$ cat config.mk
export PLATFORM = sky130hd
export DESIGN_NAME = turn_timer_ctrl_flat
export DESIGN_NICKNAME = d
export VERILOG_FILES = /design/src/rtl/turn_timer_ctrl_if.sv /design/src/rtl/turn_timer_ctrl.sv /design/src/flat_wrapper.sv
export SDC_FILE = /design/constraint.sdc
export NUM_CORES = 1
export LEC_CHECK = 0
export ABC_CLOCK_PERIOD_IN_PS = 1700
export BUFFER_PORTS_ARGS = -buffer_cell sky130_fd_sc_hd__buf_2
export CAP_MARGIN = 20
export CORE_MARGIN = 4
export CORE_UTILIZATION = 43
export DETAILED_ROUTE_END_ITERATION = 7
export PLACE_DENSITY = 0.79
export SKIP_LAST_GASP = 1
export SLEW_MARGIN = 20
export SYNTH_ARGS = -nofsm -noshare
export SYNTH_HDL_FRONTEND = slang
export SYNTH_SLANG_ARGS = --single-unit
$ cat constraint.sdc
create_clock -name clk -period 1.7 [get_ports clk]
set_input_delay 0.425 -clock clk [delete_from_list [all_inputs] [get_ports clk]]
set_output_delay 0.425 -clock clk [all_outputs]
set_load 0.02 [all_outputs]
$ cat src/rtl/turn_timer_ctrl_if.sv
// -----------------------------------------------------------------------------
// turn_timer_ctrl_if
//   Bundles the game-side and Timer-side signals of turn_timer_ctrl.
//   master : drives start / move_valid / timer_in, observes controller outputs
//   slave  : the controller itself
//   Signals:
//     start      begin/resume game (honoured only in IDLE / EXPIRED)
//     move_valid 1-cycle pulse, current player completed a move
//     timer_in   8-bit count from the upstream free-running Timer
//     rst_timer  clears the upstream Timer while 1
//     player     current player (0/1)
//     secs_left  ticks remaining in the current turn
//     warn       1 while in WARN
//     timeout    1-cycle pulse on expiry
//     state      IDLE=00 RUN=01 WARN=10 EXPIRED=11
// -----------------------------------------------------------------------------
interface turn_timer_ctrl_if;
   logic       start;
   logic       move_valid;
   logic [7:0] timer_in;
   logic       rst_timer;
   logic       player;
   logic [3:0] secs_left;
   logic       warn;
   logic       timeout;
   logic [1:0] state;

   modport master (
      output start, move_valid, timer_in,
      input  rst_timer, player, secs_left, warn, timeout, state
   );

   modport slave (
      input  start, move_valid, timer_in,
      output rst_timer, player, secs_left, warn, timeout, state
   );
endinterface

$ cat src/rtl/turn_timer_ctrl.sv
// -----------------------------------------------------------------------------
// turn_timer_ctrl
//   Turn-timeout controller placed directly downstream of an 8-bit free-running
//   Timer. Every Timer wrap (timer_in == FF while the Timer is not held in
//   clear) is one tick; ticks count down the current player's turn.
//   Ports:
//     clk  rising-edge system clock
//     rst  asynchronous, active-low reset
//     bus  turn_timer_ctrl_if.slave (start, move_valid, timer_in in;
//          rst_timer, player, secs_left, warn, timeout, state out)
//   Parameters:
//     TURN_LIMIT ticks per turn (2..15)
//     WARN_AT    secs_left value that enters WARN (1..TURN_LIMIT-1)
// -----------------------------------------------------------------------------
module turn_timer_ctrl #(
   parameter int unsigned TURN_LIMIT = 15,
   parameter int unsigned WARN_AT    = 5
) (
   input  logic                clk,
   input  logic                rst,
   turn_timer_ctrl_if.slave    bus
);

   typedef enum logic [1:0] {
      IDLE    = 2'b00,
      RUN     = 2'b01,
      WARN    = 2'b10,
      EXPIRED = 2'b11
   } state_t;

   localparam logic [3:0] LIMIT4 = 4'(TURN_LIMIT);
   localparam logic [3:0] WARN4  = 4'(WARN_AT);

   state_t     r_state;
   logic       r_rst_timer;
   logic       r_player;
   logic [3:0] r_secs_left;
   logic       r_warn;
   logic       r_timeout;

   logic       w_tick;
   logic [3:0] w_secs_dec;

   // A wrap only counts while the Timer is actually running; the FF seen in
   // the cycle the clear is applied is stale.
   assign w_tick     = (bus.timer_in == 8'hFF) && !r_rst_timer;
   assign w_secs_dec = r_secs_left - 4'd1;

   always_ff @(posedge clk or negedge rst) begin
      if (!rst) begin
         r_state     <= IDLE;
         r_rst_timer <= 1'b1;
         r_player    <= 1'b0;
         r_secs_left <= LIMIT4;
         r_warn      <= 1'b0;
         r_timeout   <= 1'b0;
      end else begin
         r_timeout <= 1'b0;
         unique case (r_state)
            IDLE: begin
               if (bus.start) begin
                  r_state     <= RUN;
                  r_secs_left <= LIMIT4;
                  r_rst_timer <= 1'b0;
               end
            end
            RUN, WARN: begin
               // A move outranks a coincident tick: no decrement, no expiry.
               if (bus.move_valid) begin
                  r_player    <= ~r_player;
                  r_secs_left <= LIMIT4;
                  r_state     <= RUN;
                  r_warn      <= 1'b0;
                  r_rst_timer <= 1'b1;
               end else begin
                  r_rst_timer <= 1'b0;
                  if (w_tick) begin
                     r_secs_left <= w_secs_dec;
                     if ((r_state == RUN) && (w_secs_dec == WARN4)) begin
                        r_state <= WARN;
                        r_warn  <= 1'b1;
                     end else if ((r_state == WARN) && (w_secs_dec == 4'd0)) begin
                        r_state     <= EXPIRED;
                        r_warn      <= 1'b0;
                        r_timeout   <= 1'b1;
                        r_rst_timer <= 1'b1;
                     end
                  end
               end
            end
            EXPIRED: begin
               // Restart hands the turn to the other player.
               if (bus.start) begin
                  r_state     <= RUN;
                  r_player    <= ~r_player;
                  r_secs_left <= LIMIT4;
                  r_rst_timer <= 1'b0;
               end
            end
            default: r_state <= IDLE;
         endcase
      end
   end

   assign bus.rst_timer = r_rst_timer;
   assign bus.player    = r_player;
   assign bus.secs_left = r_secs_left;
   assign bus.warn      = r_warn;
   assign bus.timeout   = r_timeout;
   assign bus.state     = r_state;

endmodule

$ cat src/flat_wrapper.sv
// flat-port wrapper written by rule: the top's interface ports become plain ports
module turn_timer_ctrl_flat 
#(
   parameter int unsigned TURN_LIMIT = 15,
   parameter int unsigned WARN_AT    = 5
)
  (clk, rst, bus_start, bus_move_valid, bus_timer_in, bus_rst_timer, bus_player, bus_secs_left, bus_warn, bus_timeout, bus_state);
  turn_timer_ctrl_if bus_i ();
  input  logic clk;
  input  logic rst;
  input wire logic [$bits(bus_i.start)-1:0] bus_start;
  input wire logic [$bits(bus_i.move_valid)-1:0] bus_move_valid;
  input wire logic [$bits(bus_i.timer_in)-1:0] bus_timer_in;
  output wire logic [$bits(bus_i.rst_timer)-1:0] bus_rst_timer;
  output wire logic [$bits(bus_i.player)-1:0] bus_player;
  output wire logic [$bits(bus_i.secs_left)-1:0] bus_secs_left;
  output wire logic [$bits(bus_i.warn)-1:0] bus_warn;
  output wire logic [$bits(bus_i.timeout)-1:0] bus_timeout;
  output wire logic [$bits(bus_i.state)-1:0] bus_state;
  assign bus_i.start = bus_start;
  assign bus_i.move_valid = bus_move_valid;
  assign bus_i.timer_in = bus_timer_in;
  assign bus_rst_timer = bus_i.rst_timer;
  assign bus_player = bus_i.player;
  assign bus_secs_left = bus_i.secs_left;
  assign bus_warn = bus_i.warn;
  assign bus_timeout = bus_i.timeout;
  assign bus_state = bus_i.state;
  turn_timer_ctrl #(.TURN_LIMIT(TURN_LIMIT), .WARN_AT(WARN_AT)) u_core (.clk(clk), .rst(rst), .bus(bus_i));
endmodule
**Word-level counts from Yosys, hierarchy flattened**

Index checks and enable logic that the tools add are counted.

- Add/sub/neg operators: 1
- Multipliers: 0
- Div/mod/pow operators: 0
- Magnitude comparators: 0
- Equal/unequal tests: 10
- Shift operators: 0
- Muxes and demuxes: 25
- Bitwise gates (word level): 1
- Reduce and logical (&&, ||, !) cells: 15

Operators with widths:

| cell | count |
|---|---|
| $mux 1 | 13 |
| $mux 4 | 3 |
| $mux 2 | 5 |
| $reduce_and 3->1 | 3 |
| $eq 8x8->1 const B | 1 |
| $pmux 4 s2 | 1 |
| $eq 2x2->1 const B | 2 |
| $eq 4x3->1 const B | 1 |
| $logic_not 4->1 | 1 |
| $ne 2x2->1 const B | 2 |
| $ne 4x2->1 const B | 1 |
| $pmux 1 s2 | 2 |
| $pmux 2 s2 | 1 |
| $reduce_bool 2->1 | 2 |
| $reduce_or 2->1 | 2 |
| $sub 4x1->4 const B | 1 |
| $logic_and 1x1->1 | 3 |
| $ne 3x2->1 const B | 1 |
| $reduce_bool 3->1 | 1 |
| $eq 2x1->1 const B | 1 |
| $logic_not 2->1 | 1 |
| $ne 2x1->1 const B | 1 |
| $reduce_and 2->1 | 1 |
| $logic_not 1->1 | 1 |
| $not 1->1 | 1 |

- Bits in registers: 10
- Latch bits: 0
- Bits in writable memories: 0
- Memory bits (read-only): 0
- Input port bits: 12
- Output and inout bits: 10
- Logic and storage cells: 58
- Memories: 0

**Depth between registers and ports, before layout**

- Depth in word-level cells: 8
- Mapped depth: 6

**Worst setup path after synthesis**

Ideal clock, no wire load.

- Kind: reg2reg
- Start: reg u_core.r_secs_left[0] (netlist: u_core.bus.secs_left[0])
- End: reg u_core.r_warn (netlist: u_core.bus.warn)
- Data arrival time: 1.750 ns
- Data required time: 1.580 ns
- Slack: -0.170 ns
- Stages on the path, launching flop included: 7
- Path buffers: 0
- Cells stage by stage: dfstp_2 > inv_1 > ha_1 > xnor2_1 > and3_1 > nand4b_1 > a31o_1

- Word-level cells in the longest chain between the ends: 6

RTL lines:

| what | line | RTL |
|---|---|---|
| start, declared | turn_timer_ctrl.sv:37 | `logic [3:0] r_secs_left;` |
| start signal, assigned | turn_timer_ctrl.sv:78 | `r_secs_left <= w_secs_dec;` |
| $sub 4x1->4 (*) | turn_timer_ctrl.sv:47 | `assign w_secs_dec = r_secs_left - 4'd1;` |
| $eq 4x3->1 | turn_timer_ctrl.sv:79 | `if ((r_state == RUN) && (w_secs_dec == WARN4)) begin` |
| $logic_and 1x1->1 | turn_timer_ctrl.sv:79 |  |
| $mux 1 | turn_timer_ctrl.sv:79 |  |
| $mux 1 | turn_timer_ctrl.sv:77 | `if (w_tick) begin` |
| $mux 1 | turn_timer_ctrl.sv:69 | `if (bus.move_valid) begin` |
| end signal, assigned | turn_timer_ctrl.sv:73 | `r_warn <= 1'b0;` |
| end signal, assigned | turn_timer_ctrl.sv:81 | `r_warn <= 1'b1;` |
| end signal, assigned | turn_timer_ctrl.sv:84 | `r_warn <= 1'b0;` |
| end, declared | turn_timer_ctrl.sv:38 | `logic r_warn;` |

Every way passes the cells marked *; elsewhere a longest branch is shown, timed or not. The select of a mux whose other input is x is not followed.
A chain may end at the register's enable or synchronous reset.

**Worst setup path in the final report**

Ends and elaborated chain as after synthesis.

==> key figures <==
Run status
  • Status: completed

Worst setup path
  • Critical Path AT: 1810 ps
  • R2R Path End: u_core.bus.warn$_DFFE_PN0P_
  • Max Fanout on Critical Path: 3
  • Flop-to-flop setup slack: 50 ps
  • Crit end category: flip-flop
  • CP startpoint: u_core.bus.secs_left[0]$_DFFE_PN1P_
  • R2R cell count: 7
  • Worst EP required: 1860 ps
  • Setup crit start kind: flip-flop
  • R2r startpoint: u_core.bus.secs_left[0]$_DFFE_PN1P_
  • Setup Crit Path Kind: reg -> reg

Power
  • Leakage power: 0.435 nW
  • Peak VDD IR: 405 uV
  • Internal: 0.000420 W
  • Tot Pwr: 0.000557 W
  • Switch share: 24.6%
  • Clock share of power: 38.1%
  • Combinational power share: 15.0%
  • Part of the power in registers: 47.0%
  • P_sw: 0.000137 W
  • Pwr/cell area: 589 mW/mm2

Synth
  • Syn Nets: 84
  • Compound-Gate Fraction of Synth Area: 17.6%
  • Top-count cell post-synth: nor2_1
  • Main combinational cell family by area after synthesis: simple AND/OR/NAND/NOR gates
  • Most instantiated cells after synthesis: nor2_1 (7), ha_1 (6), nand2_1 (6)
  • Register area share after synthesis: 39.7%
  • Post-Synth Adder-Cell Area: 11.6%
  • Post-synth top flop: dfstp_2
  • Mux cell area share after synthesis: 1.74%
  • Mapped Area: 647 um2
  • Avg Cell Area, Syn: 9.80 um2
  • Synth warnings: 0
  • Top cells by area, synth: dfstp_2 (20%), dfrtp_1 (19%), ha_1 (12%), nor2_1 (4.1%), nor4_2 (3.9%)
  • Synth Area in XOR/XNOR: 2.71%
  • Post-synth top area share: 20.3%
  • Synth Register Bits: 10
  • Yosys cell types: 29
  • Synth async-reset ratio: 100%
  • Post-Synthesis Cells: 66
  • Number of synthesized flops with an enable pin: 0
  • Simple-Gate Fraction of Synth Area: 23.8%
  • Largest area contributor in the netlist: dfstp_2

Worst hold path
  • Worst min path class: in -> reg
  • Hold depth: 3
  • Hold_sp: bus_start
  • Worst hold path endpoint: u_core.bus.rst_timer$_DFFE_PN1P_

Cells and area
  • Nets: 121
  • Finished Core Util: 69.1%
  • Area Growth Syn to Fin: 46.0%
  • Fillcell total: 112
  • Share of layout cells above drive strength 1: 55.9%
  • Fin area: 945 um2
  • Antenna Diode Count: 0

Die
  • I/O Pins: 22
  • FP Rows: 13
  • Core area: 0.00137 mm2
  • Die Wd: 46.8 um
  • Die Span Y: 46.8 um
  • Initial Utilization: 47.3%
  • Die ar.: 0.00219 mm2

Timing
  • Final Slew Violations: 0
  • Worst-Margin Slew: 416 ps
  • Setup Viol. Count Final: 0
  • Setup Skew: 10.6 ps
  • Fmax: 606 MHz
  • Final Hold Viols: 0
  • Fin Setup TNS: 0 ps
  • Minimum clock period: 1650 ps
  • Slew headroom: 72.1%
  • Fin crit share: 97.0%
  • Final WS setup: 50.2 ps

Clock tree
  • Clock Latency Late Sink: 260 ps
  • CTS tree: built
  • Clock transition at the registers of the reported paths: 70 ps
  • Clock Path Buffers: 2
  • CTS buffer count: 3
  • Num Clock Sinks: 10
  • CTS Root Cell: clkbuf_4
  • Htree depth: 1

Global routing
  • Initial antenna violation count: 0
  • Largest net degree at the start of global routing: 11
  • Vias in the first global route: 633
  • First-pass GRT wire length: 2590 um
  • All-Layer GR Usage: 17.1%
  • GRT overflow: 0

Drt
  • Drt drc: 0
  • TritonRoute pass-1 iters: 7
  • Number of DRC markers in iteration 0: 19
  • Wire per inst: 14.0 um
  • Post-DR vias/cell: 5.50
  • WL final: 1640 um
  • DR vias: 643
  • Routed Antenna Nets: 0

Placed design
  • Dpl hpwl: 1300 um
  • Post-DP Area: 855 um2
  • GPL Wtd Cong: 0.829
  • # port buffers: 21
  • Worst slack at placement: -3.94 ps

Job
  • Maximum Capacitance Violations: 0
[stage by stage]
step,std cells,hold slack [ps]
finish,117,414
global route,117,428
CTS,116,6.68
detailed placement,111,295
global placement,111,293
floorplan,66,129
[how the worst max path moves through the flow]
| stage | end | slack (ps) | cells after the start |
|---|---|---|---|
| floorplan | u_core.bus.warn$_DFFE_PN0P_ | -70 | 6 |
| global placement | u_core.bus.warn$_DFFE_PN0P_ | 50 | 6 |
| detailed placement | u_core.bus.warn$_DFFE_PN0P_ | -4 | 6 |
| CTS | u_core.bus.state[0]$_DFFE_PN0P_ | 3 | 7 |
| global route | u_core.bus.warn$_DFFE_PN0P_ | -20 | 7 |
| finish | u_core.bus.warn$_DFFE_PN0P_ | 50 | 7 |
[kinds of logic (layout without fill, tap and decap cells)]
logic type / count (synthesis) / count (layout)
muxes: 1 / 1
xor gates and xnor gates: 2 / 2
adders and majority gates: 6 / 6
buffers and inverters: 5 / 41
and+or+nand+nor: 27 / 27
AOI/OAI and AO/OA: 15 / 15
DFF: 10 / 10
[flip-flops by register name, summed over array words and instances (netlist names)]
register and flops:
u_core.bus.secs_left 4, u_core.bus.state 2, u_core.bus.player 1, u_core.bus.rst_timer 1
u_core.bus.timeout 1, u_core.bus.warn 1
[power groups by stage]
| stage | Clock [W] | Sequential [W] | Combinational, W |
|---|---|---|---|
| 2_1_floorplan | 0 | 0.000283 | 0.0000226 |
| 3_3_place_gp | 0 | 0.000265 | 0.0000801 |
| 3_5_place_dp | 0 | 0.000267 | 0.0000798 |
| 4_1_cts | 0.000216 | 0.000262 | 0.0000813 |
| 5_1_grt | 0.000234 | 0.000263 | 0.0000912 |
| 6_report | 0.000212 | 0.000261 | 0.0000834 |
[metal layers]
metal  vias to the layer above  share of wire [%]  global-route usage (%)
met3                         2                6.5                    4.98
met1                       309                 43                    19.8
met5                         -                  0                       0
met4                         0               0.79                    5.52
li1                        311                  -                       -
met2                        21                 49                    30.1
[critical path, cell delays in order, from the launching register on]
cell and delay [ps]:
dfstp_2 530, inv_1 70, ha_4 180, xnor2_2 140, buf_4 150, nor4_4 40
a32o_1 260, a31o_1 180
[placed cells by master, fill, tap and decap left out, drive strengths merged]
| master | synthesis | layout |
|---|---|---|
| nand4 | 1 | 1 |
| and2b | 1 | 1 |
| o21ba | 1 | 1 |
| o31a | 1 | 1 |
| and3 | 1 | 1 |
| dfstp | 5 | 5 |
| ha | 6 | 6 |
| nor3 | 1 | 1 |
| or2 | 1 | 1 |
| nor2b | 1 | 1 |
| a22oi | 1 | 1 |
| nand2b | 2 | 2 |
| o21a | 2 | 2 |
| inv | 5 | 5 |
| dfrtp | 5 | 5 |
| mux2 | 1 | 1 |
| a41o | 1 | 1 |
| nand3 | 3 | 3 |
| a31o | 1 | 1 |
| xnor2 | 2 | 2 |
| clkbuf | 0 | 4 |
| o21ai | 3 | 3 |
| nor2 | 7 | 7 |
| a32o | 2 | 2 |
| nor4 | 2 | 2 |
| dlygate4sd3 | 0 | 1 |
| buf | 0 | 31 |
| a21oi | 2 | 2 |
| a31oi | 1 | 1 |
| nand2 | 6 | 6 |
| nand4b | 1 | 1 |
[cell type report]
| class | count | area, um2 | area share (%) |
|---|---|---|---|
| clock buffers | 4 | 36.3 | 3.84 |
| inverters | 5 | 18.8 | 1.99 |
| multi-input cells | 51 | 423 | 44.8 |
| well taps | 15 | 18.8 | 1.99 |
| flip-flops and latches | 10 | 258 | 27.3 |
| repair buffers | 32 | 190 | 20.1 |
[repair_timing]
action	CTS	global route
hold buffers	0	1
gates resized for setup	1	6
setup buffers	1	0
endpoints found under the setup margin	1	4
hold endpoints to repair	0	5
pin swaps	1	4
Power figures use the tool's default switching activity.
